### src/rtl/typing_round_ctrl.sv
// Round sequencer for the typing game: countdown, timed play phase with hit/miss
// counting of PS/2 key events, then held results until the next launch.
`timescale 1ns/1ps
module typing_round_ctrl #(
  parameter int unsigned TICK_DIV  = 50_000_000,
  parameter int unsigned ROUND_SEC = 60,
  parameter int unsigned CD_SEC    = 3
) (
  input  logic        clk,
  input  logic        clrn,
  input  logic        go,
  input  logic [1:0]  mode_sel,
  input  logic        kb_ready,
  input  logic [7:0]  kb_ascii,
  input  logic [7:0]  target_ascii,
  output logic        kb_start,
  output logic [1:0]  kb_mode,
  output logic        kb_clr,
  output logic        next_target,
  output logic [13:0] hit_count,
  output logic [13:0] miss_count,
  output logic [6:0]  sec_left,
  output logic [1:0]  phase,
  output logic        round_done
);

  localparam int unsigned DIV_W = (TICK_DIV > 1) ? $clog2(TICK_DIV) : 1;
  localparam logic [DIV_W-1:0] DIV_MAX   = DIV_W'(TICK_DIV - 1);
  localparam logic [6:0]       ROUND_V   = 7'(ROUND_SEC);
  localparam logic [6:0]       CD_V      = 7'(CD_SEC);
  localparam logic [13:0]      CNT_MAX   = 14'd9999;

  localparam logic [1:0] S_IDLE = 2'b00;
  localparam logic [1:0] S_CD   = 2'b01;
  localparam logic [1:0] S_PLAY = 2'b10;
  localparam logic [1:0] S_DONE = 2'b11;

  logic [1:0]       state_q, state_d;
  logic [DIV_W-1:0] div_q, div_d;
  logic [6:0]       sec_q, sec_d;
  logic [13:0]      hit_q, hit_d, miss_q, miss_d;
  logic [1:0]       mode_q, mode_d;
  logic             clr_q, clr_d, nt_q, nt_d, start_q, done_q;
  logic             rdy_q, rdy_prev_q;
  logic [7:0]       ascii_q;
  logic             tick_s, key_evt_s;

  assign tick_s    = (div_q == DIV_MAX);
  assign key_evt_s = rdy_q & ~rdy_prev_q;

  // Next-state, counter and pulse logic for the round sequencer.
  always_comb begin
    state_d = state_q;
    div_d   = tick_s ? {DIV_W{1'b0}} : div_q + {{(DIV_W-1){1'b0}}, 1'b1};
    sec_d   = sec_q;
    hit_d   = hit_q;
    miss_d  = miss_q;
    mode_d  = mode_q;
    clr_d   = 1'b0;
    nt_d    = 1'b0;
    case (state_q)
      S_IDLE, S_DONE: begin
        div_d = {DIV_W{1'b0}};
        if (go) begin
          state_d = S_CD;
          mode_d  = mode_sel;
          hit_d   = 14'd0;
          miss_d  = 14'd0;
          sec_d   = CD_V;
          clr_d   = 1'b1;
        end else begin
          state_d = state_q;
        end
      end
      S_CD: begin
        if (tick_s) begin
          if (sec_q <= 7'd1) begin
            state_d = S_PLAY;
            sec_d   = ROUND_V;
            nt_d    = 1'b1;
            div_d   = {DIV_W{1'b0}};
          end else begin
            sec_d = sec_q - 7'd1;
          end
        end else begin
          sec_d = sec_q;
        end
      end
      S_PLAY: begin
        // Events are counted even on the cycle of the final tick.
        if (key_evt_s) begin
          if (ascii_q == target_ascii) begin
            hit_d = (hit_q == CNT_MAX) ? hit_q : hit_q + 14'd1;
            nt_d  = 1'b1;
          end else begin
            miss_d = (miss_q == CNT_MAX) ? miss_q : miss_q + 14'd1;
          end
        end else begin
          hit_d = hit_q;
        end
        if (tick_s) begin
          if (sec_q <= 7'd1) begin
            state_d = S_DONE;
            sec_d   = 7'd0;
            div_d   = {DIV_W{1'b0}};
          end else begin
            sec_d = sec_q - 7'd1;
          end
        end else begin
          sec_d = sec_q;
        end
      end
      default: begin
        state_d = S_IDLE;
        div_d   = {DIV_W{1'b0}};
      end
    endcase
  end

  // State and output registers.
  always_ff @(posedge clk or posedge clrn) begin
    if (clrn) begin
      state_q    <= S_IDLE;
      div_q      <= {DIV_W{1'b0}};
      sec_q      <= ROUND_V;
      hit_q      <= 14'd0;
      miss_q     <= 14'd0;
      mode_q     <= 2'b00;
      clr_q      <= 1'b0;
      nt_q       <= 1'b0;
      start_q    <= 1'b0;
      done_q     <= 1'b0;
      rdy_q      <= 1'b0;
      rdy_prev_q <= 1'b0;
      ascii_q    <= 8'h00;
    end else begin
      state_q    <= state_d;
      div_q      <= div_d;
      sec_q      <= sec_d;
      hit_q      <= hit_d;
      miss_q     <= miss_d;
      mode_q     <= mode_d;
      clr_q      <= clr_d;
      nt_q       <= nt_d;
      start_q    <= (state_d == S_PLAY);
      done_q     <= (state_d == S_DONE);
      rdy_q      <= kb_ready;
      rdy_prev_q <= rdy_q;
      ascii_q    <= kb_ascii;
    end
  end

  assign kb_start    = start_q;
  assign kb_mode     = mode_q;
  assign kb_clr      = clr_q;
  assign next_target = nt_q;
  assign hit_count   = hit_q;
  assign miss_count  = miss_q;
  assign sec_left    = sec_q;
  assign phase       = state_q;
  assign round_done  = done_q;

endmodule

### config.mk
export PLATFORM = sky130hd
export DESIGN_NAME = typing_round_ctrl
export DESIGN_NICKNAME = d
export VERILOG_FILES = /design/src/rtl/typing_round_ctrl.sv
export SDC_FILE = /design/constraint.sdc
export NUM_CORES = 1
export LEC_CHECK = 0
export ABC_AREA = 1
export BUFFER_PORTS_ARGS = -buffer_cell sky130_fd_sc_hd__buf_2
export CORE_MARGIN = 2
export CORE_UTILIZATION = 58
export DETAILED_ROUTE_END_ITERATION = 12
export GPL_TIMING_DRIVEN = 0
export HOLD_SLACK_MARGIN = 0.02
export PLACE_DENSITY = 0.89
export RECOVER_POWER = 25
export REMOVE_ABC_BUFFERS = 1
export SYNTH_ARGS = -nofsm -noshare
export SYNTH_HDL_FRONTEND = slang
export SYNTH_SLANG_ARGS = --single-unit
export TNS_END_PERCENT = 20
### constraint.sdc
create_clock -name clk -period 8.2 [get_ports clk]
set_clock_uncertainty 0.2 [all_clocks]
set_input_delay 2.46 -clock clk [delete_from_list [all_inputs] [get_ports clk]]
set_output_delay 2.46 -clock clk [all_outputs]
set_load 0.02 [all_outputs]
==> flow_metrics.py <==
metrics = {
    "cells_and_area": {
        "final_layout_net_count": 743,
        "final_layout_size_suffix_gt1_share_pct": 17.1,
        "insertedDiodeCount": 0,
        "stdcell_count": 824,
        "n_fill_cell": 668,
        "layout-area-overhead-vs-synth_pct": 11.0,
    },
    "yosys": {
        "synth_largest_type_area_fraction_pct": 38.7,
        "synth_edf_count": 0,
        "synth_area_mm2": 0.00485,
        "ys.flop_type": "dfrtp_1",
        "synth-seq-area-share_pct": 40.9,
        "gate_count_post_synth": 650,
        "syn_area_per_cell_um2": 7.46,
        "post_synth_main_area_contributors": "dfrtp_1, nand2_1, nor2_1",
        "synth.lib_cells_used.distinct": 42,
        "ys_seq_elements": 79,
        "netlist_top_cells_count": "nand2_1, nor2_1, dfrtp_1, inv_1, nand3_1",
        "post-synth-top-area-cell": "dfrtp_1",
        "yosysMostFrequentCell": "nand2_1",
        "yosysWarnings": 0,
        "postSynth.asyncResetShare_pct": 100,
    },
    "clock_tree": {
        "cts_tree": "done",
        "cts_hold_repair.buffers": 0,
        "number_of_buffers_created_by_cts": 9,
        "cts_root_buf": "clkbuf_8",
        "cts_max_level": 3,
        "cts.sink_count": 79,
        "cts_setup_buffers": 0,
        "clkSlewWorstSetupHoldPaths_ns": 0.09,
        "post_cts_resized": 0,
        "clock_tree.buffer_depth": 2,
        "clock_latency_ns": 0.37,
    },
    "worst_hold_path": {
        "hold_path_end": "rdy_prev_q$_DFF_PP0_",
        "startpoint_of_the_lowest_slack_hold_path": "rdy_q$_DFF_PP0_",
        "worstHoldPathCells": 0,
        "hold_path.class": "flip-flop to flip-flop",
    },
    "sta": {
        "fin_hold_ws_ns": 0.181,
        "worst_pin_slew_ns": 1.57,
        "clock.fmax_ghz": 0.239,
        "layout_worst_path_cycle_share_pct": 51.1,
        "relSlewSlack_pct": -5.11,
        "maxSlewViolCount": 34,
        "final_hold_viol_count": 0,
        "layout_min_cycle_time_ns": 4.19,
        "setup-violations-final": 0,
        "rsz0062_at_grt": "no",
        "setup_total_negative_slack_ns": 0,
    },
    "drt": {
        "drt_pass1_iterations": 5,
        "wl_per_cell_um": 13.9,
        "detail_route.iter0.violations": 261,
        "post_route_ant_nets": 0,
        "detailroute.via_count": 4540,
        "avgViaCountPerCell": 5.51,
        "finalWirelength_um": 11400,
        "drc": 0,
    },
    "worst_setup_path": {
        "r2r-end": "miss_count[3]$_DFFE_PP0P_",
        "critPathMaxFanout": 12,
        "startpoint_type": "input pin",
        "timing.rr.start": "phase[0]$_DFF_PP0_",
        "worstPathArrival_ns": 4.29,
        "timing.critical_path.to_type": "flip-flop",
        "timing.setup.critical_path_class": "input pin to flip-flop",
        "worst-endpoint-required_ns": 8.30,
        "ff2ff_path_depth": 9,
        "reg2reg_slack_ns": 4.77,
    },
    "global_route": {
        "largest_net_degree_at_the_start_of_global_routing": 47,
        "grt_pass1_vias": 4488,
        "globalRoute.totalOverflow": 0,
        "grt_usage_pct": 27.5,
        "grt_antenna_before_repair": 0,
        "global_route_wire_length_before_repair_um": 19700,
    },
    "floorplan": {
        "floorplan.initialDensity_pct": 59.3,
        "fp.coreArea_mm2": 0.00818,
        "core.rowCount": 33,
        "die_width_um": 95.4,
        "boundaryPins": 65,
        "die_h_um": 95.4,
        "dieArea_mm2": 0.00910,
    },
    "outcome": {
        "failed_checks": "capacitance limit, slew limit",
        "status": "finished with violations",
    },
    "job": {
        "timing.max_cap.violations": 1,
    },
    "placed_design": {
        "place.port_buffers": 64,
        "hpwlAfterDp_um": 8330,
        "place.gp.congestion": 1.02,
        "placedCellCount": 808,
    },
    "power": {
        "power_per_cell_area_mw_per_mm2": 158,
        "power.ir.vdd_worst_mv": 0.149,
        "static-leakage-power_nw": 2.67,
    },
}
-- critical path, stage by stage --
cell,delay (ns)
buf_2,0.10
or2_0,0.21
a21oi_1,0.19
nand4_1,0.22
o21ai_1,0.80
nand3_1,0.17
nand2_1,0.14
-- how the worst max path moves through the flow --
stage | to | slack, ns | startpoint | depth (start not counted)
floorplan | ascii_q[0]$_DFF_PP0_ | 3.52 | clrn | 1
CTS | hit_count[3]$_DFFE_PP0P_ | 4.09 | target_ascii[4] | 7
finish | hit_count[3]$_DFFE_PP0P_ | 4.01 | target_ascii[4] | 7
global placement | hit_count[10]$_DFFE_PP0P_ | 2.68 | clrn | 2
global route | hit_count[13]$_DFFE_PP0P_ | 3.86 | target_ascii[4] | 7
detailed placement | hit_count[3]$_DFFE_PP0P_ | 3.70 | target_ascii[4] | 7
-- through the flow --
stage	total power (W)	area (um2)	util, %	setup WS (ns)
6_report	0.000848	5380	65.8	4.01
5_1_grt	0.000883	5380	65.8	3.86
4_1_cts	0.000851	5430	66.4	4.09
3_5_place_dp	0.000587	5250	64.3	3.70
3_3_place_gp	0.000580	5220	63.9	2.68
2_1_floorplan	0.000541	4770	-	3.52
-- final cells by class --
type	count	area, um2	share of cell area, %
tap	105	131	2.44
inverter	73	277	5.14
clock inverter	5	31.3	0.581
timing repair buffer	65	348	6.47
multi-input combinational	486	2470	45.9
sequential	79	1980	36.8
clock buffer	11	141	2.63
-- state kept, by name (all words and copies together) (netlist names), 2 cells and up --
| signal | flops |
|---|---|
| kb_mode | 2 |
| sec_left | 7 |
| div_q | 26 |
| phase | 2 |
| miss_count | 14 |
| ascii_q | 8 |
| hit_count | 14 |
-- where the power goes --
group          internal, W  switching [W]
clock network     0.000118       0.000150
registers         0.000411      0.0000346
logic            0.0000521      0.0000826
total             0.000581       0.000267
-- kinds of logic after synthesis --
| logic type | count (synthesis) | share of synthesized area, % |
|---|---|---|
| AOI/OAI and AO/OA | 43 | 5.37 |
| xor gates and xnor gates | 37 | 6.69 |
| adders and majority gates | 7 | 1.81 |
| buffers and inverters | 85 | 7.23 |
| DFF | 79 | 40.9 |
| and+or+nand+nor | 399 | 38.0 |
-- cell usage in the layout (no fill, tap or decap), types with 4 or more instances in the layout --
master and instances:
xor2_1 29, or2_2 6, nand3_1 52, o21ai_2 8, o21ai_1 13, clkinv_2 4, nor4_1 6, o21ai_0 10
nor2_1 108, dfstp_2 4, xnor2_1 8, clkbuf_8 10, ha_1 7, nor2_4 4, a21oi_1 5, buf_2 64
nand4_1 16, inv_1 68, nor3_1 20, dfrtp_1 75, nand2_1 164
-- routing by layer --
| metal | global-route usage [%] | wire length, um | up-vias |
|---|---|---|---|
| met5 | 0 | 0 | - |
| met4 | 13.3 | 269 | 0 |
| met3 | 4.43 | 778 | 28 |
| met2 | 46.8 | 5820 | 197 |
| met1 | 34.3 | 4570 | 2116 |
| li1 | - | - | 2199 |
Power figures use the tool's default switching activity.
